===== src/rtl/e_nexthop_route_unit.sv =====
// East-port route computation: derives an XY next-hop from each head flit,
// writes it to the next-hop register and holds it until the packet's tail leaves.
module e_nexthop_route_unit #(
  parameter int DATA_WIDTH = 32,
  parameter int X_W        = 2,
  parameter int Y_W        = 2,
  parameter int MY_X       = 0,
  parameter int MY_Y       = 0
) (
  input  logic                  clk,
  input  logic                  reset,
  input  logic                  ib_empty_i,
  input  logic [DATA_WIDTH-1:0] ib_data_i,
  input  logic                  ib_pop_i,
  output logic [2:0]            nhr_address_o,
  output logic                  nhr_write_o,
  output logic                  route_busy_o,
  output logic                  err_o
);

  typedef enum logic {
    IDLE  = 1'b0,
    ROUTE = 1'b1
  } state_e;

  localparam logic [1:0] FT_BODY   = 2'b00;
  localparam logic [1:0] FT_HEAD   = 2'b01;
  localparam logic [1:0] FT_TAIL   = 2'b10;
  localparam logic [1:0] FT_SINGLE = 2'b11;

  localparam logic [2:0] NH_NORTH = 3'b000;
  localparam logic [2:0] NH_SOUTH = 3'b010;
  localparam logic [2:0] NH_NONE  = 3'b011;
  localparam logic [2:0] NH_WEST  = 3'b100;
  localparam logic [2:0] NH_LOCAL = 3'b101;

  localparam logic [X_W-1:0] MY_X_C = X_W'(MY_X);
  localparam logic [Y_W-1:0] MY_Y_C = Y_W'(MY_Y);

  state_e         state_q, state_d;
  logic [2:0]     route_q, route_d;
  logic [2:0]     nhrAddr_q, nhrAddr_d;
  logic           nhrWrite_q, nhrWrite_d;
  logic           err_q, err_d;
  logic           emptyPrev_q;

  logic [1:0]     flitType;
  logic [X_W-1:0] destX;
  logic [Y_W-1:0] destY;
  logic           isLast;
  logic [2:0]     calcRoute;
  logic           calcErr;
  logic           unusedPayload;

  assign flitType      = ib_data_i[DATA_WIDTH-1 -: 2];
  assign destX         = ib_data_i[X_W-1:0];
  assign destY         = ib_data_i[X_W+Y_W-1:X_W];
  assign isLast        = (flitType == FT_TAIL) || (flitType == FT_SINGLE);
  assign unusedPayload = ^ib_data_i[DATA_WIDTH-3:X_W+Y_W];

  // XY decision; an East result would send the packet back out the port it
  // came in on, so it is flagged and delivered locally instead.
  always_comb begin
    calcRoute = NH_LOCAL;
    calcErr   = 1'b0;
    if (flitType == FT_BODY || flitType == FT_TAIL) begin
      calcErr = 1'b1;
    end else if (destX > MY_X_C) begin
      calcErr = 1'b1;
    end else if (destX < MY_X_C) begin
      calcRoute = NH_WEST;
    end else if (destY > MY_Y_C) begin
      calcRoute = NH_NORTH;
    end else if (destY < MY_Y_C) begin
      calcRoute = NH_SOUTH;
    end
  end

  always_comb begin
    state_d    = state_q;
    route_d    = route_q;
    nhrAddr_d  = nhrAddr_q;
    nhrWrite_d = 1'b0;
    err_d      = err_q;
    if (ib_pop_i && ib_empty_i) begin
      err_d = 1'b1;
    end
    unique case (state_q)
      IDLE: begin
        if (ib_pop_i) begin
          err_d = 1'b1;
        end else if (!ib_empty_i) begin
          route_d    = calcRoute;
          nhrAddr_d  = calcRoute;
          nhrWrite_d = 1'b1;
          state_d    = ROUTE;
          if (calcErr) begin
            err_d = 1'b1;
          end
        end
      end
      ROUTE: begin
        // The next-hop register clears itself while the buffer is empty, so a
        // refill must restore the held route; a tail pop takes precedence.
        if (ib_pop_i && !ib_empty_i && isLast) begin
          route_d    = NH_NONE;
          nhrAddr_d  = NH_NONE;
          nhrWrite_d = 1'b1;
          state_d    = IDLE;
        end else if (emptyPrev_q && !ib_empty_i) begin
          nhrAddr_d  = route_q;
          nhrWrite_d = 1'b1;
        end
      end
      default: state_d = IDLE;
    endcase
  end

  always_ff @(posedge clk or posedge reset) begin
    if (reset) begin
      state_q     <= IDLE;
      route_q     <= NH_NONE;
      nhrAddr_q   <= NH_NONE;
      nhrWrite_q  <= 1'b0;
      err_q       <= 1'b0;
      emptyPrev_q <= 1'b1;
    end else begin
      state_q     <= state_d;
      route_q     <= route_d;
      nhrAddr_q   <= nhrAddr_d;
      nhrWrite_q  <= nhrWrite_d;
      err_q       <= err_d;
      emptyPrev_q <= ib_empty_i;
    end
  end

  assign nhr_address_o = nhrAddr_q;
  assign nhr_write_o   = nhrWrite_q;
  assign route_busy_o  = (state_q == ROUTE);
  assign err_o         = err_q;

endmodule


===== config.mk =====
export PLATFORM = sky130hd
export DESIGN_NAME = e_nexthop_route_unit
export DESIGN_NICKNAME = d
export VERILOG_FILES = /design/src/rtl/e_nexthop_route_unit.sv
export SDC_FILE = /design/constraint.sdc
export NUM_CORES = 1
export LEC_CHECK = 0
export CAP_MARGIN = 25
export CORE_MARGIN = 1.5
export CORE_UTILIZATION = 31
export CTS_CLUSTER_SIZE = 40
export DETAILED_ROUTE_END_ITERATION = 7
export PLACE_DENSITY = 0.87
export SLEW_MARGIN = 10
export SYNTH_ARGS = -nofsm -noshare
export SYNTH_HDL_FRONTEND = slang
export SYNTH_SLANG_ARGS = --single-unit

===== constraint.sdc =====
create_clock -name clk -period 1.8 [get_ports clk]
set_input_delay 0.36 -clock clk [delete_from_list [all_inputs] [get_ports clk]]
set_output_delay 0.36 -clock clk [all_outputs]
set_load 0.01 [all_outputs]

# Word-level counts from Yosys, hierarchy flattened
# Index checks and enable logic that the tools add are counted.
# Widths: inputs -> output; s select.
word_totals:
  reg_bits: 10
  latch_bits: 0
  ramBits: 0
  romBits: 0
  input_bits: 36
  word_cells: 53
  n_memories: 0
classes:
  addsub: 0
  n_mul: 0
  div: 0
  magnitude_cmp: 4
  n_eq_ne: 6
  shifts: 0
  muxes: 26
  bitwise: 1
  reduce_logical: 10
ops:
  columns: ["operator", "n"]
  rows:
  - ["$mux 3", 10]
  - ["$mux 1", 12]
  - ["$pmux 3 s2", 2]
  - ["$reduce_and 3->1", 2]
  - ["$eq 2x2->1 const B", 2]
  - ["$gt 2x1->1 const B", 2]
  - ["$logic_and 1x1->1", 4]
  - ["$lt 2x1->1 const B", 2]
  - ["$ne 2x2->1 const B", 2]
  - ["$pmux 1 s2", 2]
  - ["$ne 3x1->1 const B", 1]
  - ["$logic_not 2->1", 1]
  - ["$logic_or 1x1->1", 2]
  - ["$ne 2x1->1 const B", 1]
  - ["$logic_not 1->1", 1]
  - ["$not 1->1", 1]

# Logic depth before layout (Yosys ltp)
# Gate-level depths: netlist of run 1.
depth:
  depth_word: 9
  depth_mapped: 5

# Worst setup path after synthesis of run 1
# Ideal clock, no wire load.
synth_path:
  kind: "input-to-reg"
  start: "in ib_pop_i"
  end: "reg nhrAddr_q[0] (netlist: nhr_address_o[0])"
  t_arrival_ns: 1.325
  t_required_ns: 1.718
  path_slack_ns: 0.392
  cell_stages: 5
  n_path_buf: 1
  cell_sequence: "clkbuf_2 -> nor2b_1 -> a311o_1 -> inv_2 -> mux2_4"
synth_between:
  elab_chain_len: 4
  elab_cells_between_ends: 7
  classes_between: "eq/ne (2); mux (2); reduce/logical (3)"
synth_lines:
  columns: ["element", "line", "rtl"]
  rows:
  - ["from (decl)", "14", "input logic ib_pop_i,"]
  - ["$logic_and 1x1->1 (2 in series)", "105", "if (ib_pop_i && !ib_empty_i && isLast) begin"]
  - ["$ne 3x1->1 (no line) / $mux 3 (equally long branches)", null, null]
  - ["$reduce_and 3->1 (no line) / $pmux 3 s2 (equally long branches)", null, null]
  - ["to (signal assigned)", "130", "nhrAddr_q <= nhrAddr_d;"]
  - ["to (decl)", "42", "logic [2:0] nhrAddr_q, nhrAddr_d;"]
# Several ways; a longest one is shown, not always the timed one.
# A chain may end at the register's enable or synchronous reset.

# Worst setup path in the final report of run 1
layout_path:
  start: "reg nhrAddr_q[0] (netlist: nhr_address_o[0])"
  end: "out nhr_address_o[0]"
layout_lines:
  columns: ["element", "line", "rtl"]
  rows:
  - ["to (decl)", "15", "output logic [2:0] nhr_address_o,"]
# No word-level cell between the ends.

==> results.json, run 1 <==
{
  "status": "completed",
  "cp_cell_sequence": "clkdlybuf4s50_1",
  "cts_buffer_depth": 2,
  "drv_cap": 0,
  "layout.nets": 113,
  "via_per_inst": 4.72,
  "power.switching_mw": 0.160,
  "place.gp.congestion": 0.785,
  "async_reset_ff_share_pct": 100,
  "combPwrFrac_pct": 26.1,
  "syn_area_per_cell_sq_um": 9.94,
  "cts-buffers-inserted": 3,
  "slowest_delay_ns": 0.53,
  "clk_latency_ns": 0.25,
  "slew_viol_final": 0,
  "relSlewSlack_pct": 74.5,
  "syn_inst": 51,
  "start_kind": "flip-flop",
  "yosys.area.top_type_share_pct": 25.9,
  "synth_nets": 87,
  "port_buffers": 15,
  "rsz0062_at_grt": "no",
  "tightest_slew_ns": 0.378,
  "synth.distinct_cells": 26,
  "drt_first_pass_iters": 4,
  "synth.most_common_cell": "inv_1",
  "dp_cells": 88,
  "ys_ff_latch": 10,
  "p_clk_share_pct": 30.0,
  "p_seq_share_pct": 43.9,
  "crit_path_top_delay_cell": "dfstp_2",
  "cp_top_family": "flip-flops",
  "htree_levels": 1,
  "synth_ff_type": "dfstp_2",
  "synth_edf_count": 0,
  "die-area_sq_mm": 0.00189,
  "cts_tree": "done",
  "p_leak_nw": 0.343,
  "cts_setup_buffers": 0,
  "place_area_sq_um": 727,
  "finalSetupViolCount": 0,
  "synth_area_sq_um": 507,
  "crit_buf_inv": 1,
  "critPathMaxFanout": 2,
  "synth_top_family_by_area": "compound AO/OA/AOI/OAI gates",
  "min_period_over_period_pct": 92.7,
  "pre_cts_ws_ns": -0.0780,
  "cts_resized": 0,
  "vdd_drop_max_mv": 0.725,
  "ys_warn_count": 0,
  "drtIter0Drc": 5,
  "skew_ns": 0.000687,
  "fmax_ghz": 0.599,
  "fp.coreArea_sq_mm": 0.00152,
  "fp.dieH_um": 43.4,
  "synth_compound_area_share_pct": 18.5,
  "powerDensity_mw_per_mm2": 855,
  "hpwlAfterDp_um": 811,
  "arrival_ns": 1.31,
  "drc": 0,
  "p_sw_share_pct": 24.6,
  "cts-root-buf": "clkbuf_4",
  "diodes": 0,
  "hold_buffers": 0,
  "pin_count": 42,
  "worstPathRequired_ns": 1.44,
  "worstSetupPathType": "reg2out",
  "dr_total_vias": 434,
  "grt_antenna_before_repair": 0,
  "final.setup.worst_slack_ns": 0.131,
  "num_rows": 14,
  "fin_hold_ws_ns": 0.375,
  "grt-ovfl-total": 0,
  "ant_nets": 0,
  "wire_per_inst_um": 11.2,
  "cts.sinks": 10,
  "synth_top_area_cell": "dfstp_2",
  "layoutNonFillerInstCount": 92,
  "clk_pin_slew_worst_paths_ns": 0.07,
  "grt_usage_pct": 12.3,
  "synth_adder_area_share_pct": 0,
  "area_growth_syn_to_layout_pct": 50.6,
  "finalCriticalPeriod_ns": 1.67,
  "grt_pass1_wl_um": 1730,
  "synthSimpleGateAreaFrac_pct": 16.0,
  "intPower_mw": 0.492,
  "hold_class": "in2async",
  "cp-end-kind": "output port",
  "muxShareOfSynthArea_pct": 6.91,
  "yosysSeqAreaShare_pct": 50.6,
  "drive_above_1_share_pct": 27.6,
  "grt_pass1_vias": 433,
  "initial_utilization_pct": 33.3,
  "synthTopCellsByCount": "7 x inv_1, 5 x dfrtp_1, 5 x dfstp_2",
  "die_width_um": 43.4,
  "final_cell_area_sq_um": 763,
  "timing_hold_violations_final": 0,
  "drt_wl_total_um": 1030,
  "synthXorXnorAreaFrac_pct": 0,
  "synth_area_leaders": "dfstp_2 26%, dfrtp_1 25%, inv_1 5.2%",
  "grt_max_degree": 11
}
## registers in the layout (all words and copies together), names as in the netlist
register	flops
route_busy_o	1
route_q	3
nhr_address_o	3
emptyPrev_q	1
nhr_write_o	1
err_o	1
## layout make-up
cell class / count / area [sq um]
Fill cell: 150 / 761
Tap cell: 16 / 20.0
Inverter: 8 / 30.0
Timing Repair Buffer: 23 / 210
Multi-Input combinational cell: 31 / 210
Clock buffer: 4 / 36.3
Sequential cell: 10 / 256
## power groups by stage
| stage | Clock, mW | Sequential (mW) | Combinational, mW |
|---|---|---|---|
| after global routing | 0.216 | 0.290 | 0.187 |
| after global placement | 0 | 0.290 | 0.167 |
| after floorplan | 0 | 0.299 | 0.0730 |
| after CTS | 0.205 | 0.287 | 0.173 |
| final | 0.196 | 0.286 | 0.170 |
| after detailed placement | 0 | 0.291 | 0.172 |
## placed cells by master (no fill, tap or decap)
cell type,instances
a311o_1,1
clkdlybuf4s50_1,15
inv_2,1
and3b_1,1
o32a_1,1
clkbuf_4,3
inv_1,7
nor2_1,4
or3b_4,1
o21bai_1,2
nand2b_1,1
mux2_4,1
dfrtp_1,5
mux2i_1,2
nor2b_1,2
buf_4,8
a21oi_1,2
o21a_1,1
nand2_1,2
o21ai_0,4
o22ai_1,1
dfstp_2,5
a32oi_1,1
clkbuf_8,1
nor4b_1,1
nor3_1,1
a31oi_1,1
or2_2,1
## cell families (layout without fill, tap and decap cells)
logic type	count (synthesis)	count (layout)
buffers and inverters	10	35
muxes	3	3
and+or+nand+nor	14	14
DFF	10	10
AOI/OAI and AO/OA	14	14
## through the flow
| stage | setup TNS [ns] | utilization (%) | total power [mW] |
|---|---|---|---|
| finish | 0 | 50.1 | 0.652 |
| global route | 0 | 50.1 | 0.693 |
| CTS | 0 | 50.1 | 0.665 |
| detailed placement | -0.0946 | 47.7 | 0.463 |
| global placement | -0.0709 | 47.7 | 0.457 |
| floorplan | 0 | - | 0.372 |
## layer usage
layer / share of wire [%] / vias up / global-route usage [%]
li1: - / 225 / -
met1: 50 / 195 / 16.5
met2: 42 / 12 / 17.9
met3: 6.9 / 2 / 2.92
met4: 0.97 / 0 / 7.27
met5: 0 / - / 0
## path summary, 6_finish.rpt
| check | startpoint | endpoint | slack (ns) | cells after the start |
|---|---|---|---|---|
| worst max-delay path | nhr_address_o[0] | nhr_address_o[0] | 0.13 | 1 |
| worst min-delay path | reset | route_busy_o | 0.37 | 2 |
| worst max register to register | route_busy_o | nhr_address_o[0] | 0.43 | 4 |
| worst min register to register | nhr_address_o[1] | nhr_address_o[1] | 0.46 | 2 |
| max in group asynchronous | reset | route_q[0] | 1.12 | 2 |
| min in group clk | nhr_address_o[1] | nhr_address_o[1] | 0.46 | 2 |
Note: power is estimated with default switching activity, not from simulation.
==> inputs of run 2 (changes only) <==
--- a/config.mk
+++ b/config.mk
@@ -7,10 +7,11 @@
 export LEC_CHECK = 0
 export CAP_MARGIN = 25
 export CORE_MARGIN = 1.5
-export CORE_UTILIZATION = 31
+export CORE_UTILIZATION = 33
 export CTS_CLUSTER_SIZE = 40
 export DETAILED_ROUTE_END_ITERATION = 7
-export PLACE_DENSITY = 0.87
+export DONT_BUFFER_PORTS = 1
+export PLACE_DENSITY = 0.56
 export SLEW_MARGIN = 10
 export SYNTH_ARGS = -nofsm -noshare
 export SYNTH_HDL_FRONTEND = slang
==> results.json, run 2 (synthesis results as in run 1) <==
{
  "status": "completed",
  "die_width_um": 42.2,
  "rsz0062_at_grt": "no",
  "clk_pin_slew_worst_paths_ns": 0.06,
  "pin_count": 42,
  "layout.nets": 92,
  "arrival_ns": 1.61,
  "dr_total_vias": 379,
  "final.setup.worst_slack_ns": 0.374,
  "fp.coreArea_sq_mm": 0.00137,
  "cts-buffers-inserted": 3,
  "final_cell_mix": "7 x inv_1, 5 x dfstp_2, 5 x dfrtp_1, 4 x nor2_1, 4 x o21ai_0",
  "num_rows": 13,
  "mostFrequentLayoutCell": "inv_1",
  "min_period_over_period_pct": 79.2,
  "cts_buffer_depth": 2,
  "fillers": 149,
  "drive_above_1_share_pct": 23.6,
  "worstPathRequired_ns": 1.98,
  "combPwrFrac_pct": 15.6,
  "drt_first_pass_iters": 3,
  "intPower_mw": 0.398,
  "die-area_sq_mm": 0.00178,
  "htree_levels": 1,
  "p_clk_share_pct": 28.3,
  "fmax_ghz": 0.701,
  "finalSetupViolCount": 0,
  "initial_utilization_pct": 37.1,
  "cp_top_family": "flip-flops",
  "finalSetupTns_ns": 0,
  "ant_nets": 0,
  "drc": 0,
  "slowest_delay_ns": 0.52,
  "drt_wl_total_um": 872,
  "critPathMaxFanout": 11,
  "cts_setup_buffers": 0,
  "hold_buffers": 1,
  "cp_cell_sequence": "nor2b_1, a311o_1, inv_2, mux2_4",
  "pre_cts_ws_ns": 0.347,
  "cts-root-buf": "clkbuf_4",
  "cts.sinks": 10,
  "skew_ns": 0.00641,
  "cts_tree": "done",
  "grt-ovfl-total": 0,
  "clk_latency_ns": 0.26,
  "powerDensity_mw_per_mm2": 967,
  "place.gp.congestion": 0.715,
  "slew_viol_final": 0,
  "drtIter0Drc": 9,
  "grt_pass1_vias": 360,
  "start_kind": "flip-flop",
  "p_sw_share_pct": 26.5,
  "relSlewSlack_pct": 75.2,
  "drv_cap": 0,
  "grt_max_degree": 12,
  "diodes": 0,
  "cts_resized": 0,
  "via_per_inst": 5.41,
  "grt_pass1_wl_um": 1500,
  "fp.dieH_um": 42.2,
  "hold_class": "in2reg",
  "port_buffers": 0,
  "tightest_slew_ns": 0.367,
  "vdd_drop_max_mv": 0.544,
  "grt_antenna_before_repair": 0,
  "hpwlAfterDp_um": 680,
  "timing_hold_violations_final": 0,
  "crit_path_top_delay_cell": "dfrtp_1",
  "wire_per_inst_um": 12.5,
  "worstSetupPathType": "reg2reg",
  "finalCriticalPeriod_ns": 1.43,
  "power.switching_mw": 0.143,
  "grt_usage_pct": 11.2,
  "crit_buf_inv": 1,
  "area_growth_syn_to_layout_pct": 10.4,
  "cp-end-kind": "flip-flop",
  "p_leak_nw": 0.249,
  "p_seq_share_pct": 56.1
}
==> run 2: power groups by stage <==
stage / combinational [mW] / clock, mW / sequential (mW)
floorplan: 0.0730 / 0 / 0.299
global placement: 0.0829 / 0 / 0.307
detailed placement: 0.0831 / 0 / 0.307
CTS: 0.0858 / 0.162 / 0.303
global route: 0.0963 / 0.172 / 0.308
finish: 0.0843 / 0.153 / 0.303
==> run 2: worst paths after layout <==
check | start | endpoint | slack [ns] | cells after the start
max in group asynchronous | reset | nhr_address_o[0] | 0.99 | 2
hold reg to reg | route_q[1] | route_q[1] | 0.50 | 2
hold / removal | ib_empty_i | emptyPrev_q | 0.09 | 0
setup reg to reg | route_busy_o | nhr_address_o[0] | 0.37 | 4
min in group asynchronous | reset | err_o | 0.50 | 2
setup / recovery | route_busy_o | nhr_address_o[0] | 0.37 | 4
==> run 2: area by class of cell <==
cell class,instances,area [sq um],share of cell area [%]
Clock buffer,4,26.3,4.70
Inverter,8,30.0,5.37
Multi-Input combinational cell,31,210,37.6
Sequential cell,10,256,45.9
Tap cell,15,18.8,3.36
Timing Repair Buffer,2,17.5,3.13
==> run 2: metrics by stage <==
stage	hold slack, ns	total power, mW	utilization (%)	cells	cell area (sq um)
floorplan	0.197	0.372	-	51	507
global placement	0.243	0.390	38.3	65	523
detailed placement	0.241	0.390	38.3	65	523
CTS	0.0822	0.551	40.9	70	559
global route	0.0720	0.576	40.9	70	559
finish	0.0946	0.541	40.9	70	559
==> run 2: per-layer routing <==
layer	global-route usage [%]	vias to the layer above	part of all wire, %
met2	15.1	11	42
met4	9.38	0	1.1
met3	3.02	2	7.5
met1	14.5	181	49
met5	0	-	0
li1	-	185	-
==> inputs of run 3 (changes only) <==
--- a/config.mk
+++ b/config.mk
@@ -11,7 +11,7 @@
 export CTS_CLUSTER_SIZE = 40
 export DETAILED_ROUTE_END_ITERATION = 7
 export DONT_BUFFER_PORTS = 1
-export PLACE_DENSITY = 0.56
+export PLACE_DENSITY = 0.57
 export SLEW_MARGIN = 10
 export SYNTH_ARGS = -nofsm -noshare
 export SYNTH_HDL_FRONTEND = slang
==> constraint.sdc (replaced) <==
create_clock -name clk -period 1.3 [get_ports clk]
set_input_delay 0.26 -clock clk [delete_from_list [all_inputs] [get_ports clk]]
set_output_delay 0.26 -clock clk [all_outputs]
set_load 0.01 [all_outputs]
==> results.json, run 3 (synthesis results as in run 1) <==
{
  "diodes": 0,
  "initial_utilization_pct": 37.1,
  "place.gp.congestion": 0.670,
  "final.setup.worst_slack_ns": -0.0392,
  "via_per_inst": 4.97,
  "clk_latency_ns": 0.27,
  "finalSetupTns_ns": -0.0430,
  "arrival_ns": 1.54,
  "drive_above_1_share_pct": 37.7,
  "hold_class": "in2reg",
  "whs_path_depth": 0,
  "die-area_sq_mm": 0.00178,
  "hpwlAfterDp_um": 748,
  "relSlewSlack_pct": 75.6,
  "reg2reg_from": "emptyPrev_q",
  "worstSetupPathType": "reg2reg",
  "finalCriticalPeriod_ns": 1.34,
  "die_width_um": 42.2,
  "finalSetupViolCount": 2,
  "r2r_slack_ns": -0.04,
  "status": "complete, but fails checks",
  "cts_tree": "done",
  "p_sw_share_pct": 25.7,
  "start_kind": "flip-flop",
  "hold_buffers": 1,
  "slew_viol_final": 0,
  "cts-buffers-inserted": 3,
  "drt_first_pass_iters": 2,
  "cts.sinks": 10,
  "drc": 0,
  "layoutNonFillerInstCount": 76,
  "pin_count": 42,
  "pre_cts_ws_ns": -0.0360,
  "final_cell_mix": "6 x inv_1, 6 x buf_4, 5 x dfstp_2",
  "skew_ns": 0.00704,
  "rsz0062_at_grt": "yes",
  "timing_hold_violations_final": 1,
  "tightest_slew_ns": 0.366,
  "cts_setup_buffers": 0,
  "fmax_ghz": 0.747,
  "crit_path_frequent_cell": "inv_2",
  "dr_total_vias": 378,
  "fp.dieH_um": 42.2,
  "p_leak_nw": 0.282,
  "grt_pass1_wl_um": 1630,
  "drv_cap": 0,
  "cp_cell_sequence": "inv_2, a311o_1, inv_2, mux2_4",
  "cts_buffer_depth": 2,
  "port_buffers": 0,
  "intPower_mw": 0.626,
  "cp-end-kind": "flip-flop",
  "worstPathRequired_ns": 1.50,
  "min_period_over_period_pct": 103,
  "grt_usage_pct": 12.2,
  "dp_cells": 71,
  "worstHoldStart": "ib_empty_i",
  "timing.rr.end": "nhr_address_o[0]",
  "vdd_drop_max_mv": 0.555,
  "clk_pin_slew_worst_paths_ns": 0.07,
  "cts-root-buf": "clkbuf_4",
  "grt_pass1_vias": 381,
  "drtIter0Drc": 3,
  "drt_wl_total_um": 968,
  "grt-ovfl-total": 0,
  "ant_nets": 0,
  "wire_per_inst_um": 12.7,
  "crit_path_top_delay_cell": "dfstp_2",
  "slowest_delay_ns": 0.53,
  "p_seq_share_pct": 49.6,
  "hold_path_end": "emptyPrev_q",
  "power_mw": 0.842,
  "num_rows": 13,
  "r2r_cells": 4,
  "fp.coreArea_sq_mm": 0.00137,
  "combPwrFrac_pct": 17.3,
  "p_clk_share_pct": 33.1,
  "area_growth_syn_to_layout_pct": 23.5,
  "critPathMaxFanout": 2,
  "grt_antenna_before_repair": 0,
  "violations": "negative hold slack, negative setup slack",
  "power.switching_mw": 0.216,
  "fin_hold_ws_ns": -0.00740,
  "layout.nets": 98,
  "grt_max_degree": 11,
  "powerDensity_mw_per_mm2": 1350,
  "htree_levels": 1
}
## run 3: what timing repair did
action                                 CTS  global route
pin swaps                                0             0
resized for setup                        2             2
endpoints found under the hold margin    6             1
setup endpoints to repair                2             4
## run 3: how the worst max path moves through the flow
stage	from	to	slack, ns	cells after the start
floorplan	emptyPrev_q	nhr_address_o[0]	-0.005	4
global placement	ib_data_i[1]	nhr_address_o[0]	-0.05	3
detailed placement	ib_data_i[1]	nhr_address_o[0]	-0.04	3
CTS	emptyPrev_q	nhr_address_o[0]	-0.04	4
global route	emptyPrev_q	nhr_address_o[0]	-0.09	4
finish	emptyPrev_q	nhr_address_o[0]	-0.04	4
## run 3: power by group through the flow
stage	clock network (mW)	logic, mW	registers (mW)
finish	0.279	0.146	0.418
global route	0.305	0.168	0.426
CTS	0.290	0.145	0.419
detailed placement	0	0.142	0.423
global placement	0	0.139	0.423
floorplan	0	0.101	0.414
## run 3: metal layers
| layer | global-route usage (%) | up-vias | wire, um |
|---|---|---|---|
| met5 | 0 | - | 0 |
| li1 | - | 194 | - |
| met4 | 7.50 | 0 | 18 |
| met3 | 3.02 | 2 | 55 |
| met1 | 16.7 | 170 | 485 |
| met2 | 17.2 | 12 | 409 |
## run 3: metrics by stage
| stage | instance area (sq um) | util, % |
|---|---|---|
| after CTS | 616 | 45.1 |
| after global placement | 568 | 41.6 |
| after detailed placement | 568 | 41.6 |
| after global routing | 626 | 45.8 |
| after floorplan | 507 | - |
| final | 626 | 45.8 |
## run 3: area by class of cell
type | count | area [sq um]
clock buffers | 4 | 36.3
repair buffers | 8 | 66.3
inverters | 8 | 30.0
well taps | 15 | 18.8
flip-flops and latches | 10 | 258
fillers | 134 | 741
multi-input cells | 31 | 216
## run 3: worst max-delay path, delay by kind of cell (launching register included)
kind | cells | cell delay [ns]
multiplexers | 1 | 0.30
flip-flops | 1 | 0.53
AO/OA/AOI/OAI | 1 | 0.32
buffers and inverters | 2 | 0.12
==> RTL edit 1: new RTL, config.mk and constraints of run 1 <==
The parameter `X_W` goes from 2 to 4.
--- a/src/rtl/e_nexthop_route_unit.sv
+++ b/src/rtl/e_nexthop_route_unit.sv
@@ -2,7 +2,7 @@
 // writes it to the next-hop register and holds it until the packet's tail leaves.
 module e_nexthop_route_unit #(
   parameter int DATA_WIDTH = 32,
-  parameter int X_W        = 2,
+  parameter int X_W        = 4,
   parameter int Y_W        = 2,
   parameter int MY_X       = 0,
   parameter int MY_Y       = 0
Formal check against the unedited RTL: not equivalent (a bounded check fails within 4 cycles, from zero or initial values and one cycle with reset high).
==> RTL edit 1 against run 1 <==
Sequential cell count unchanged; largest power group unchanged; area after synthesis decreased by 6.7%; maximum frequency is 1.0% lower; first-iteration DRC count grew to 2.6 times the old value; setup slack worse by 0.018 ns; critical path type unchanged; worst hold slack worse by 0.018 ns; synthesized cell count fell by 3.9%; wire length decreased by 8.1%; register-to-register slack worse by 0.16 ns; die area decreased by 6.2%; total power is 5.3% higher; cell area is 3.9% lower.
==> RTL edit 1: results (changes against run 1) <==
metric	value	unit	change
layout.sequential_cells	10		unchanged
minimum_hold_slack	0.356	ns	was 0.375 ns
nNetsFinal	110		was 113
static-leakage-power	0.000304	uW	was 0.000343 uW
postLayoutSetupSlackWorst	0.113	ns	was 0.131 ns
post_drt_via_cell_ratio	4.98		was 4.72
routed-wl-met2	486	um	was 433 um
non_cts_buffers	22		was 23
dpl_cell_area	691	um^2	was 727 um^2
synth.top_cells.by_count	7 x sky130_fd_sc_hd__o21ai_0, 5 x sky130_fd_sc_hd__dfrtp_1, 5 x sky130_fd_sc_hd__dfstp_2, 5 x sky130_fd_sc_hd__nand2_1, 4 x sky130_fd_sc_hd__nor2_1		was 7 x sky130_fd_sc_hd__inv_1, 5 x sky130_fd_sc_hd__dfrtp_1, 5 x sky130_fd_sc_hd__dfstp_2, 4 x sky130_fd_sc_hd__nor2_1, 4 x sky130_fd_sc_hd__o21ai_0
seq_total_area_yosys	54.2	%	was 50.6%
inverters	3		was 8
grt.total_usage	11.8	%	was 12.3%
dpl_worst_slack	-0.231	ns	was -0.0780 ns
io_buffer_count	17		was 15
timing.clock.skew	0.00810	ns	was 0.000687 ns
routed.top_layer	met3		was met4
run_status	completed		unchanged
wl_per_cell	10.8	um	was 11.2 um
die_area	1770	um^2	was 1890 um^2
area.share.sequential	35.2	%	was 33.6%
power.ir.vdd_worst	0.630	mV	was 0.725 mV
clock_cell_area_share	4.95	%	was 4.75%
worst-endpoint-arrival	1.33	ns	was 1.31 ns
grt_pass1_wl	1570	um	was 1730 um
relSlewSlack	75.8	%	was 74.5%
worst-r2r-setup-slack	0.27	ns	was 0.43 ns
grt_pass1_vias	396		was 433
r2r_end	nhr_address_o[2]$_DFFE_PP0P_		was nhr_address_o[0]$_DFFE_PP1P_
multi_input_combinational_area_share	27.5	%	about the same
netlist-cell-type-count	23		was 26
iteration_0_drc_markers	13		was 5
[RTL edit 1: changes by cell type after synthesis, sizes merged, moves of 2 or more]
cell,run 1,this run
or3,0,2
inv,8,3
nor2b,2,0
o21ai,4,10
nand2,2,5
[RTL edit 1: layer usage]
metal	up-vias	track usage, %
met1	201	14.0
met3	0	7.76
met5	-	0
li1	222	-
met2	15	18.1
met4	0	1.88
[RTL edit 1: kinds of logic (layout without fill, tap and decap cells)]
| kind of cell | Yosys count | after routing | share of synthesized area, % |
|---|---|---|---|
| and+or+nand+nor | 16 | 16 | 17.5 |
| muxes | 2 | 2 | 4.50 |
| DFF | 10 | 10 | 54.2 |
| AOI/OAI and AO/OA | 16 | 16 | 19.6 |
| buffers and inverters | 5 | 29 | 4.23 |
[RTL edit 1: power breakdown]
| group | internal [uW] | switching (uW) | total (uW) |
|---|---|---|---|
| logic | 108 | 70.9 | 179 |
| registers | 285 | 26.7 | 312 |
| clock network | 123 | 73.9 | 197 |
| total | 515 | 172 | 687 |
==> RTL edit 2: new RTL, flow settings as in run 1 <==
Made on the original files. Register the output `err_o` once more, with the module's reset; this adds one clock of latency there. The other outputs are not delayed to match.
--- a/src/rtl/e_nexthop_route_unit.sv
+++ b/src/rtl/e_nexthop_route_unit.sv
@@ -137,7 +137,13 @@
   assign nhr_address_o = nhrAddr_q;
   assign nhr_write_o   = nhrWrite_q;
   assign route_busy_o  = (state_q == ROUTE);
-  assign err_o         = err_q;
+  always_ff @(posedge clk or posedge reset) begin
+    if (reset) begin
+      err_o <= '0;
+    end else begin
+      err_o <= err_q;
+    end
+  end
 
 endmodule
 
Behaviour: not the same (Yosys sat finds a counterexample within 4 cycles, from zero or initial values and one cycle with reset high).
==> RTL edit 2 against run 1 <==
Combinational power fell by 8%; die area is 5.3% higher; sequential cell count up 1; largest cell class unchanged; largest power group unchanged; setup slack got worse by 0.035 ns; global-route usage increased by 1.8 points; total power fell by 2.8%; cell area fell by 2.1%; clock power decreased by 10%; critical path depth unchanged; wire length up 11%; clock skew rose by 0.0051 ns; area after synthesis increased by 5.7%.
==> RTL edit 2: results (changes against run 1) <==
metric	value	unit	change
run_status	completed		unchanged
grt_start_max_net_pins	12		was 11
post_synth_inst_count	53		was 51
worst_skew_pair.late_latency	0.28	ns	was 0.25 ns
routed-wl-met2	563	um	was 433 um
timing.clock.skew	0.00575	ns	was 0.000687 ns
power.ir.vdd_worst	0.422	mV	was 0.725 mV
wl_per_cell	12.7	um	was 11.2 um
iteration_count_of_the_initial_detailed_routing_pass	4		unchanged
synth.top_cells.by_count	7 x sky130_fd_sc_hd__inv_1, 6 x sky130_fd_sc_hd__dfrtp_1, 5 x sky130_fd_sc_hd__dfstp_2, 4 x sky130_fd_sc_hd__nor2_1		was 7 x sky130_fd_sc_hd__inv_1, 5 x sky130_fd_sc_hd__dfrtp_1, 5 x sky130_fd_sc_hd__dfstp_2, 4 x sky130_fd_sc_hd__nor2_1, 4 x sky130_fd_sc_hd__o21ai_0
largest_fanout_of_any_net_on_the_critical_path	2		unchanged
clock_tree.root_cell	sky130_fd_sc_hd__clkbuf_4		unchanged
numPlacedInstances	86		was 88
synth_fp_nets	89		was 87
dpl_worst_slack	0.0887	ns	was -0.0780 ns
groute.layer.met1.usage	15.3	%	was 16.5%
async_flop_share	100	%	unchanged
worst_path_largest_cell_delay	0.54	ns	
fillerInstances	146		was 150
globalRouteMet3Util	5.71	%	was 2.92%
drive_gt1_share	18.9	%	was 27.6%
nNetsFinal	111		was 113
met2_usage	23.2	%	was 17.9%
final_wtd_congestion	0.829		was 0.785
type_of_the_most_critical_hold_path	in2async		unchanged
grt_pass1_wl	1950	um	was 1730 um
maximum_clock_rate	0.587	GHz	was 0.599 GHz
cts_inserted_buffers	3		unchanged
final_cells	90		was 92
static-leakage-power	0.000331	uW	was 0.000343 uW
buffers_inserted_by_post_cts_timing_repair	0		unchanged
grt_pass1_vias	456		was 433
synth_top_cells_by_area	sky130_fd_sc_hd__dfrtp_1 28%, sky130_fd_sc_hd__dfstp_2 25%, sky130_fd_sc_hd__inv_1 4.9%		was sky130_fd_sc_hd__dfstp_2 26%, sky130_fd_sc_hd__dfrtp_1 25%, sky130_fd_sc_hd__inv_1 5.2%
iteration_0_drc_markers	6		was 5
route.layer.met1.wl	491	um	was 515 um
grt.total_usage	14.0	%	was 12.3%
num_vias	467		was 434
worst-endpoint-arrival	1.34	ns	was 1.31 ns
seq_total_area_yosys	52.6	%	was 50.6%
clk_pin_slew_worst_paths	0.08	ns	
post_detail_place_hpwl	841	um	was 811 um
met3_length	57	um	was 71 um
grt_antenna_before_repair	0		unchanged
critPathSlowestCell	sky130_fd_sc_hd__dfstp_2		unchanged
yosysWarnings	0		unchanged
routed.top_layer	met4		unchanged
timing_worst_slew_pin_value	0.417	ns	was 0.378 ns
worst-r2r-setup-slack	0.54	ns	was 0.43 ns
-- RTL edit 2: layout make-up --
class	instances	area (um^2)	share of cell area, %
Clock buffer	3	22.5	3.02
Timing Repair Buffer	19	180	24.1
Inverter	8	30.0	4.02
Multi-Input combinational cell	32	208	27.8
Sequential cell	11	282	37.7
Tap cell	16	20.0	2.68
Clock inverter	1	5.00	0.670
-- RTL edit 2: report_power, final --
part / switching [uW] / leakage [uW] / internal (uW)
clock: 93.2 / 0.0000177 / 82.5
sequential: 15.6 / 0.000118 / 286
combinational: 70.1 / 0.000195 / 86.5
total: 179 / 0.000331 / 455
-- RTL edit 2: final timing paths --
check	depth (start not counted)	from	endpoint
setup / recovery	1	nhr_address_o[0]$_DFFE_PP1P_	nhr_address_o[0]
hold / removal	2	reset	route_busy_o$_DFF_PP0_
setup reg to reg	5	route_busy_o$_DFF_PP0_	nhr_address_o[0]$_DFFE_PP1P_
min in group clk	0	err_q$_DFF_PP0_	err_o$_DFF_PP0_
hold reg to reg	0	err_q$_DFF_PP0_	err_o$_DFF_PP0_
max in group asynchronous	2	reset	route_q[1]$_DFFE_PP1P_
-- RTL edit 2: logic make-up (layout without fill, tap and decap cells) --
group / count (synthesis) / after routing / synth area share, %
DFF: 11 / 11 / 52.6
muxes: 2 / 2 / 3.74
buffers and inverters: 10 / 31 / 8.64
and+or+nand+nor: 13 / 13 / 12.4
AOI/OAI and AO/OA: 17 / 17 / 22.7
-- RTL edit 2: through the flow --
| stage | hold WS (ns) | utilization, % | instance area [um^2] |
|---|---|---|---|
| floorplan | 0.209 | - | 536 |
| global placement | 0.371 | 46.1 | 719 |
| detailed placement | 0.369 | 46.1 | 719 |
| CTS | 0.372 | 47.9 | 747 |
| global route | 0.416 | 47.9 | 747 |
| finish | 0.361 | 47.9 | 747 |
